===== src/rtl/bcd_display_scan.sv =====
// Time-multiplexed 7-segment driver for a packed BCD word, with a per-slot anode guard and a
// frame-latched shadow copy. Define LEADING_ZERO_BLANK_EN to blank leading zeros.
module bcd_display_scan #(
  parameter int DIGITS         = 5,
  parameter int REFRESH_DIV    = 50000,
  parameter int GUARD          = 16,
  parameter bit SEG_ACTIVE_LOW = 1'b1
) (
  input  logic                  clk,
  input  logic                  rst_n,
  input  logic [4*DIGITS-1:0]   BCD,
  output logic [6:0]            Seg,
  output logic [DIGITS-1:0]     Anode,
  output logic                  Frame_Start
);

  localparam int CNT_W = (REFRESH_DIV > 1) ? $clog2(REFRESH_DIV) : 1;
  localparam int IDX_W = (DIGITS > 1) ? $clog2(DIGITS) : 1;
  localparam logic [CNT_W-1:0]  CNT_MAX = CNT_W'(REFRESH_DIV - 1);
  localparam logic [IDX_W-1:0]  IDX_MAX = IDX_W'(DIGITS - 1);
  localparam logic [6:0]        SEG_OFF = SEG_ACTIVE_LOW ? 7'h7F : 7'h00;
  localparam logic [DIGITS-1:0] AN_OFF  = SEG_ACTIVE_LOW ? {DIGITS{1'b1}} : {DIGITS{1'b0}};

  logic [CNT_W-1:0]    cnt_q, cnt_d;
  logic [IDX_W-1:0]    idx_q, idx_d;
  logic [4*DIGITS-1:0] shadow_q, shadow_d;
  logic                frame_q, frame_d;
  logic [6:0]          seg_q, seg_d;
  logic [DIGITS-1:0]   anode_q, anode_d;

  logic [3:0]          nibble;
  logic                selBlank;
  logic [DIGITS-1:0]   lzBlank;
  logic [DIGITS-1:0]   anodeActive;
  logic [6:0]          segActive;
  logic                inGuard;

  function automatic logic [6:0] glyph(input logic [3:0] n);
    logic [6:0] g;
    case (n)
      4'h0:    g = 7'h3F;
      4'h1:    g = 7'h06;
      4'h2:    g = 7'h5B;
      4'h3:    g = 7'h4F;
      4'h4:    g = 7'h66;
      4'h5:    g = 7'h6D;
      4'h6:    g = 7'h7D;
      4'h7:    g = 7'h07;
      4'h8:    g = 7'h7F;
      4'h9:    g = 7'h6F;
      4'hF:    g = 7'h00;
      default: g = 7'h40;
    endcase
    return g;
  endfunction

  // The shadow word is only reloaded as the last slot of a frame wraps, so a frame never tears.
  always_comb begin
    cnt_d    = cnt_q + 1'b1;
    idx_d    = idx_q;
    shadow_d = shadow_q;
    frame_d  = 1'b0;
    if (cnt_q == CNT_MAX) begin
      cnt_d = '0;
      if (idx_q == IDX_MAX) begin
        idx_d    = '0;
        shadow_d = BCD;
        frame_d  = 1'b1;
      end else begin
        idx_d = idx_q + 1'b1;
      end
    end
  end

`ifdef LEADING_ZERO_BLANK_EN
  logic higherEmpty;
  always_comb begin
    lzBlank     = '0;
    higherEmpty = 1'b1;
    for (int d = DIGITS - 1; d >= 0; d--) begin
      if (d > 0 && higherEmpty && shadow_q[4*d +: 4] == 4'h0) begin
        lzBlank[d] = 1'b1;
      end
      higherEmpty = higherEmpty &
                    (shadow_q[4*d +: 4] == 4'h0 || shadow_q[4*d +: 4] == 4'hF);
    end
  end
`else
  assign lzBlank = '0;
`endif

  always_comb begin
    nibble      = 4'hF;
    selBlank    = 1'b0;
    anodeActive = '0;
    for (int d = 0; d < DIGITS; d++) begin
      if (idx_q == IDX_W'(d)) begin
        nibble         = shadow_q[4*d +: 4];
        selBlank       = lzBlank[d];
        anodeActive[d] = 1'b1;
      end
    end
  end

  assign segActive = selBlank ? 7'h00 : glyph(nibble);

  if (GUARD > 0) begin : g_guard
    assign inGuard = (int'(cnt_q) < GUARD);
  end else begin : g_noguard
    assign inGuard = 1'b0;
  end

  // XOR with the "off" pattern folds the drive polarity into the registered outputs.
  always_comb begin
    seg_d   = SEG_OFF;
    anode_d = AN_OFF;
    if (!inGuard) begin
      seg_d   = segActive ^ SEG_OFF;
      anode_d = anodeActive ^ AN_OFF;
    end
  end

  always_ff @(posedge clk or negedge rst_n) begin
    if (!rst_n) begin
      cnt_q    <= '0;
      idx_q    <= '0;
      shadow_q <= '1;
      frame_q  <= 1'b0;
      seg_q    <= SEG_OFF;
      anode_q  <= AN_OFF;
    end else begin
      cnt_q    <= cnt_d;
      idx_q    <= idx_d;
      shadow_q <= shadow_d;
      frame_q  <= frame_d;
      seg_q    <= seg_d;
      anode_q  <= anode_d;
    end
  end

  assign Seg         = seg_q;
  assign Anode       = anode_q;
  assign Frame_Start = frame_q;

  a_anode_onehot: assert property (@(posedge clk) disable iff (!rst_n)
    $onehot0(anode_q ^ AN_OFF));
  a_cnt_range: assert property (@(posedge clk) disable iff (!rst_n)
    cnt_q <= CNT_MAX);

endmodule

===== config.mk =====
export PLATFORM = sky130hd
export DESIGN_NAME = bcd_display_scan
export DESIGN_NICKNAME = d
export VERILOG_FILES = /design/src/rtl/bcd_display_scan.sv
export SDC_FILE = /design/constraint.sdc
export NUM_CORES = 1
export LEC_CHECK = 0
export BUFFER_PORTS_ARGS = -buffer_cell sky130_fd_sc_hd__clkbuf_2
export CORE_ASPECT_RATIO = 1.5
export CORE_UTILIZATION = 40
export DETAILED_ROUTE_END_ITERATION = 12
export GPL_ROUTABILITY_DRIVEN = 1
export PLACE_DENSITY_LB_ADDON = 0.1
export SLEW_MARGIN = 20
export SYNTH_ARGS = -nofsm -noshare
export SYNTH_HDL_FRONTEND = slang
export SYNTH_SLANG_ARGS = --single-unit

===== constraint.sdc =====
create_clock -name clk -period 3.15 [get_ports clk]
set_input_delay 0.4725 -clock clk [delete_from_list [all_inputs] [get_ports clk]]
set_output_delay 0.4725 -clock clk [all_outputs]
set_load 0.005 [all_outputs]

==> flow_summary.ini, run 1 <==
[power]
pwr-share-comb_pct = 6.8
sw_frac_of_total_pct = 20.53
intPower_uw = 1032
p_per_area_nw_per_um2 = 437.9
pwr-share-seq_pct = 55.1
switchingPower_uw = 266.7
p_clk_share_pct = 38.1
peakVddDrop_mv = 0.2166
p_leak_uw = 0.001402

[global_routing]
grt_antenna_before_repair = 0
grt_pass1_vias = 1708
grt_util_met2_pct = 28.26
grt_max_degree = 53
grt_most_used_layer = met2
met1_usage_pct = 19.52
grtUsageTotal_pct = 16.54
use_met3_pct = 3.281
grt_pass1_wl_um = 8217
grt-ovfl-total = 0

[sta]
fin_crit_sh_pct = 83.05
worst_slew_pin_slew_ns = 0.7140
setup_violations = 0
clock.fmax_mhz = 382.3
period_needed_ns = 2.616
setup-tns-final_ns = 0
rsz0062_at_grt = false
slew_violations = 0
finalHoldViolCount = 0
skew_ns = 0.003582
max_slew_margin_pct = 52.23

[worst_setup_path]
worstSetupPathType = register to register
ff2ff_setup_slack_ns = 0.53
crit_arrival_ns = 2.85
path_max_fanout = 8
cp_num_buf_inv = 2
endpoint_kind = register
cpPeakStageDelay_ns = 0.54
cpMaxStageDelayCell = or4_1
start_kind = register
required_ns = 3.38
path_cells = inv_1 -> ha_1 -> and2_0 -> a211oi_1 -> a21o_1 -> inv_1 -> ha_1 -> or4_1 -> o311a_1
path_delay_family = simple AND/OR/NAND/NOR gates

[placement]
placed_cells = 321
gp_congestion = 0.7805
placed_area_um2 = 2840
hpwl_um = 3702
io_buffer_count = 34

[final_layout]
nFillCells = 591
multiInputGateArea_um2 = 1182
layout-drive-gt1-share_pct = 39.61
syn_to_final_growth_pct = 14.65
regArea_um2 = 1341
fin_cells = 329
utilization_pct = 48.04
diodes = 0
fin_area_um2 = 2967
nets = 287

[route]
wl_um = 5171
route.detailed.drc = 0
wire_per_inst_um = 15.72
dr.pass1.iters = 4
antenna_left = 0
drtIter0Drc = 95
vias = 1723
vias_per_cell = 5.237

[synth]
yosys_warnings = 0
yosysTopAreaCell = dfstp_2
ys.flop_type = dfstp_2
synth_nets = 250
synthArstFlopShare_pct = 100.0
synth_area_um2 = 2587
synthCells = 217
synth_top_area_share_pct = 32.50
yosysUniqueCellTypes = 44
ys_ff_latch = 52
yosysMostFrequentCell = dfstp_2
ys_seq_area_share_pct = 51.84
synthTopCellsByCount = dfstp_2, nand2_1, dfrtp_1, mux2_4, nor2_1
synth_area_leaders = dfstp_2, dfrtp_1, mux2_4
synth-edff-count = 0
syn_avg_cell_area_um2 = 11.92

[cts]
path_clk_slew_ns = 0.09
root_buffer = clkbuf_8
worstSkewPairLatency_ns = 0.30
cts_buffers = 5
clock_tree.buffer_depth = 2
post_cts_buffers = 0
htree_levels = 2
tritoncts = done
hold_buffers = 0
post_cts_resized = 0
cts_sinks = 52

[floorplan]
die_h_um = 100.5
core_area_um2 = 6175
die_x_um = 67.67
io-pin-count = 35
rows = 35
start_util_pct = 41.90
die_area_um2 = 6801

[outcome]
status = complete, no violations

[flow_run]
cap_violations = 0

[hold_path]
hp-class = input pin to async pin
## sequential cells by signal, indices dropped and copies added (netlist names)
signal,cells
shadow_q,20
cnt_q,16
Seg,7
Anode,5
idx_q,3
Frame_Start,1
## cells in the final DEF (no fill, tap or decap), drive strengths merged, types with 3 or more instances in the layout
cell | Yosys | final
nor4 | 3 | 3
nor2 | 16 | 16
nor3b | 3 | 3
dfrtp | 20 | 20
clkbuf | 4 | 41
nor3 | 5 | 5
a21oi | 3 | 3
inv | 7 | 7
dfstp | 32 | 32
mux2 | 20 | 20
xor2 | 5 | 5
o21ai | 6 | 6
nand4 | 5 | 5
xnor2 | 8 | 8
nand3b | 3 | 3
o311a | 3 | 3
nand3 | 9 | 9
nand2 | 24 | 24
ha | 11 | 11
nor2b | 4 | 4
## per-stage QoR
step,total power [uW],hold slack [ns],worst slack (ns)
after floorplan,768.3,0.1769,0.7818
after global placement,817.2,0.4759,0.6203
after detailed placement,817.0,0.4765,0.5722
after CTS,1321,0.1582,0.5376
after global routing,1360,0.1676,0.3349
final,1299,0.1626,0.5341
## per-layer routing
layer	up-vias	wire length, um
met1	833	2152
met3	12	177
met4	0	141
met2	36	2700
met5	-	0
li1	842	-
## power groups by stage
stage	clock network (uW)	registers (uW)	logic (uW)
2_1_floorplan	0	724	44.2
3_3_place_gp	0	727	90.2
3_5_place_dp	0	727	90.2
4_1_cts	514	716	90.7
5_1_grt	542	719	99.7
6_report	495	715	88.4
## path summary, 6_finish.rpt
| path | startpoint | endpoint | cells after the start |
|---|---|---|---|
| worst max-delay path | idx_q[0] | Seg[0] | 9 |
| worst max register to register | idx_q[0] | Seg[0] | 9 |
| min in group clk | BCD[16] | shadow_q[16] | 2 |
| max in group asynchronous | rst_n | shadow_q[12] | 2 |
| worst min register to register | cnt_q[0] | cnt_q[0] | 1 |
| worst min-delay path | rst_n | idx_q[0] | 2 |
## final cells by class
type	count	share of cell area (%)
inverters	7	0.8857
repair buffers	36	6.664
clock inverters	1	1.012
flip-flops and latches	52	45.21
multi-input cells	152	39.86
clock buffers	7	3.248
well taps	74	3.121
## cells by family (layout without fill, tap and decap cells)
group | after synthesis | in the layout | share of synthesized area, %
fa+ha+maj | 11 | 11 | 5.319
mux | 21 | 21 | 11.99
simple gates | 81 | 81 | 16.49
compound gates | 26 | 26 | 7.495
flops | 52 | 52 | 51.84
buf+inv | 13 | 51 | 2.466
xor+xnor | 13 | 13 | 4.400
(Power assumes the default switching activity.)
==> run 2, diff against run 1 <==
==> constraint.sdc (replaced) <==
create_clock -name clk -period 2.6 [get_ports clk]
set_input_delay 0.39 -clock clk [delete_from_list [all_inputs] [get_ports clk]]
set_output_delay 0.39 -clock clk [all_outputs]
set_load 0.005 [all_outputs]
==> run 2 against run 1 <==
  * Critical path depth is 1 lower
  * Register-to-register slack worse by 0.37 ns
  * Utilization about the same
  * Count of clock-buffer cells in the layout is the same
  * Largest cell class unchanged
  * Routed wire length down 0.97%
  * First-iteration DRC count decreased by 13%
  * Critical path type unchanged
  * Hold slack lost 0.060 ns
==> flow_summary.ini, run 2 (synthesized netlist as in run 1, its figures left out) <==
[global_routing]
grt_pass1_vias = 1828
grtUsageTotal_pct = 16.54
grt_antenna_before_repair = 0
grt_pass1_wl_um = 8355
grt-ovfl-total = 0
grt_max_degree = 28

[worst_setup_path]
path_max_fanout = 8
endpoint_kind = register
start_kind = register
worstSetupPathType = register to register
cpMaxStageDelayCell = o311ai_0
required_ns = 2.83
critPathMostFrequentCell = ha_1
cpPeakStageDelay_ns = 0.42
worstSetupStartpoint = idx_q[0]
crit_arrival_ns = 2.67
path_cells = inv_1 -> ha_1 -> nor3b_1 -> o311ai_0 -> o211ai_1 -> buf_4 -> ha_1 -> o311a_1
rr_startpoint = idx_q[0]

[power]
pwr-share-comb_pct = 7.7
p_leak_uw = 0.001411
p_per_area_nw_per_um2 = 475.3
p_total_uw = 1411
p_clk_share_pct = 30.8
sw_frac_of_total_pct = 22.02
switchingPower_uw = 310.6
pwr-share-seq_pct = 61.5
intPower_uw = 1100
peakVddDrop_mv = 0.2752

[floorplan]
core_area_um2 = 6175
rows = 35
die_h_um = 100.5
io-pin-count = 35
die_x_um = 67.67
die_area_um2 = 6801
start_util_pct = 41.90

[sta]
setup-tns-final_ns = 0
rsz0062_at_grt = false
worst_slew_pin_slew_ns = 0.5653
slew_violations = 0
fin_crit_sh_pct = 93.86
setup_violations = 0
finalHoldViolCount = 0
period_needed_ns = 2.440
max_slew_margin_pct = 62.11
clock.fmax_mhz = 409.8
skew_ns = 0.005553

[cts]
htree_levels = 2
worstSkewPairLatency_ns = 0.30
clock_tree.buffer_depth = 2
root_buffer = clkbuf_8
cts_sinks = 52
post_cts_buffers = 0
cts_buffers = 5
hold_buffers = 0
tritoncts = done
path_clk_slew_ns = 0.09
post_cts_resized = 0

[route]
vias = 1744
wire_per_inst_um = 15.20
antenna_left = 0
routed-wl-met2_um = 2726
vias_per_cell = 5.175
dr.pass1.iters = 4
dr_wl_met3_um = 152
drt-met1-wl_um = 2142
maxUsedRoutingLayer = met4
route.detailed.drc = 0
wl_um = 5121
drtIter0Drc = 83

[final_layout]
largest-register = shadow_q
final_common_cell = clkbuf_2
multiInputGateArea_um2 = 1182
nets = 295
nFillCells = 576
syn_to_final_growth_pct = 14.70
diodes = 0
layout-drive-gt1-share_pct = 40.30
fin_area_um2 = 2968
final_cell_mix = clkbuf_2, dfstp_2, nand2_1, dfrtp_1, mux2_4
regArea_um2 = 1341
largest_reg_flops = 20

[placement]
gp_congestion = 0.7755
io_buffer_count = 34
hpwl_um = 3869
placed_area_um2 = 2888

[outcome]
status = complete, no violations

[hold_path]
hp-class = input pin to async pin

[flow_run]
cap_violations = 0
[run 2: changes by cell type in the layout (fill, tap and decap cells not counted), sizes merged]
cell and change:
bufinv -1, buf +8, clkinv +1
[run 2: stage by stage]
step / worst slack (ns) / std cells / util, % / hold WS [ns]
detailed placement: 0.1465 / 329 / 46.77 / 0.4187
finish: 0.1596 / 337 / 48.06 / 0.1026
floorplan: 0.2318 / 217 / - / 0.09441
CTS: 0.1338 / 337 / 48.06 / 0.09307
global placement: 0.2210 / 329 / 46.77 / 0.4231
global route: 0.01559 / 337 / 48.06 / 0.09855
[run 2: path summary, 6_finish.rpt]
| kind | endpoint | slack [ns] | depth (start not counted) |
|---|---|---|---|
| worst max-delay path | Seg[3] | 0.16 | 8 |
| worst min-delay path | shadow_q[3] | 0.10 | 1 |
| worst max register to register | Seg[3] | 0.16 | 8 |
| worst min register to register | cnt_q[0] | 0.48 | 1 |
| max in group asynchronous | shadow_q[13] | 2.09 | 2 |
| min in group clk | shadow_q[3] | 0.32 | 2 |
[run 2: area by class of cell]
cell class / count / area share, %
clock inverter: 1 / 0.1265
clock buffer: 7 / 2.572
inverter: 7 / 0.8853
tap: 74 / 3.120
multi-input combinational: 152 / 39.84
timing repair buffer: 44 / 8.263
sequential: 52 / 45.19
[run 2: power groups by stage]
stage	sequential, uW	combinational, uW	clock, uW
5_1_grt	872	121	488
2_1_floorplan	877	53.5	0
4_1_cts	868	111	456
3_3_place_gp	881	109	0
3_5_place_dp	882	110	0
6_report	867	108	435
[run 2: metal layers]
metal  up-vias  GRT usage (%)
met4         0          5.728
met5         -              0
met2        28          29.78
met1       856          19.04
met3         8          2.715
li1        852              -
[run 2: critical path: cells and delay by family, from the launching register on]
kind,cells,cell delay [ns]
adders and majority gates,2,0.58
DFF,1,0.38
buffers and inverters,2,0.28
AOI/OAI and AO/OA,3,0.96
and+or+nand+nor,1,0.16
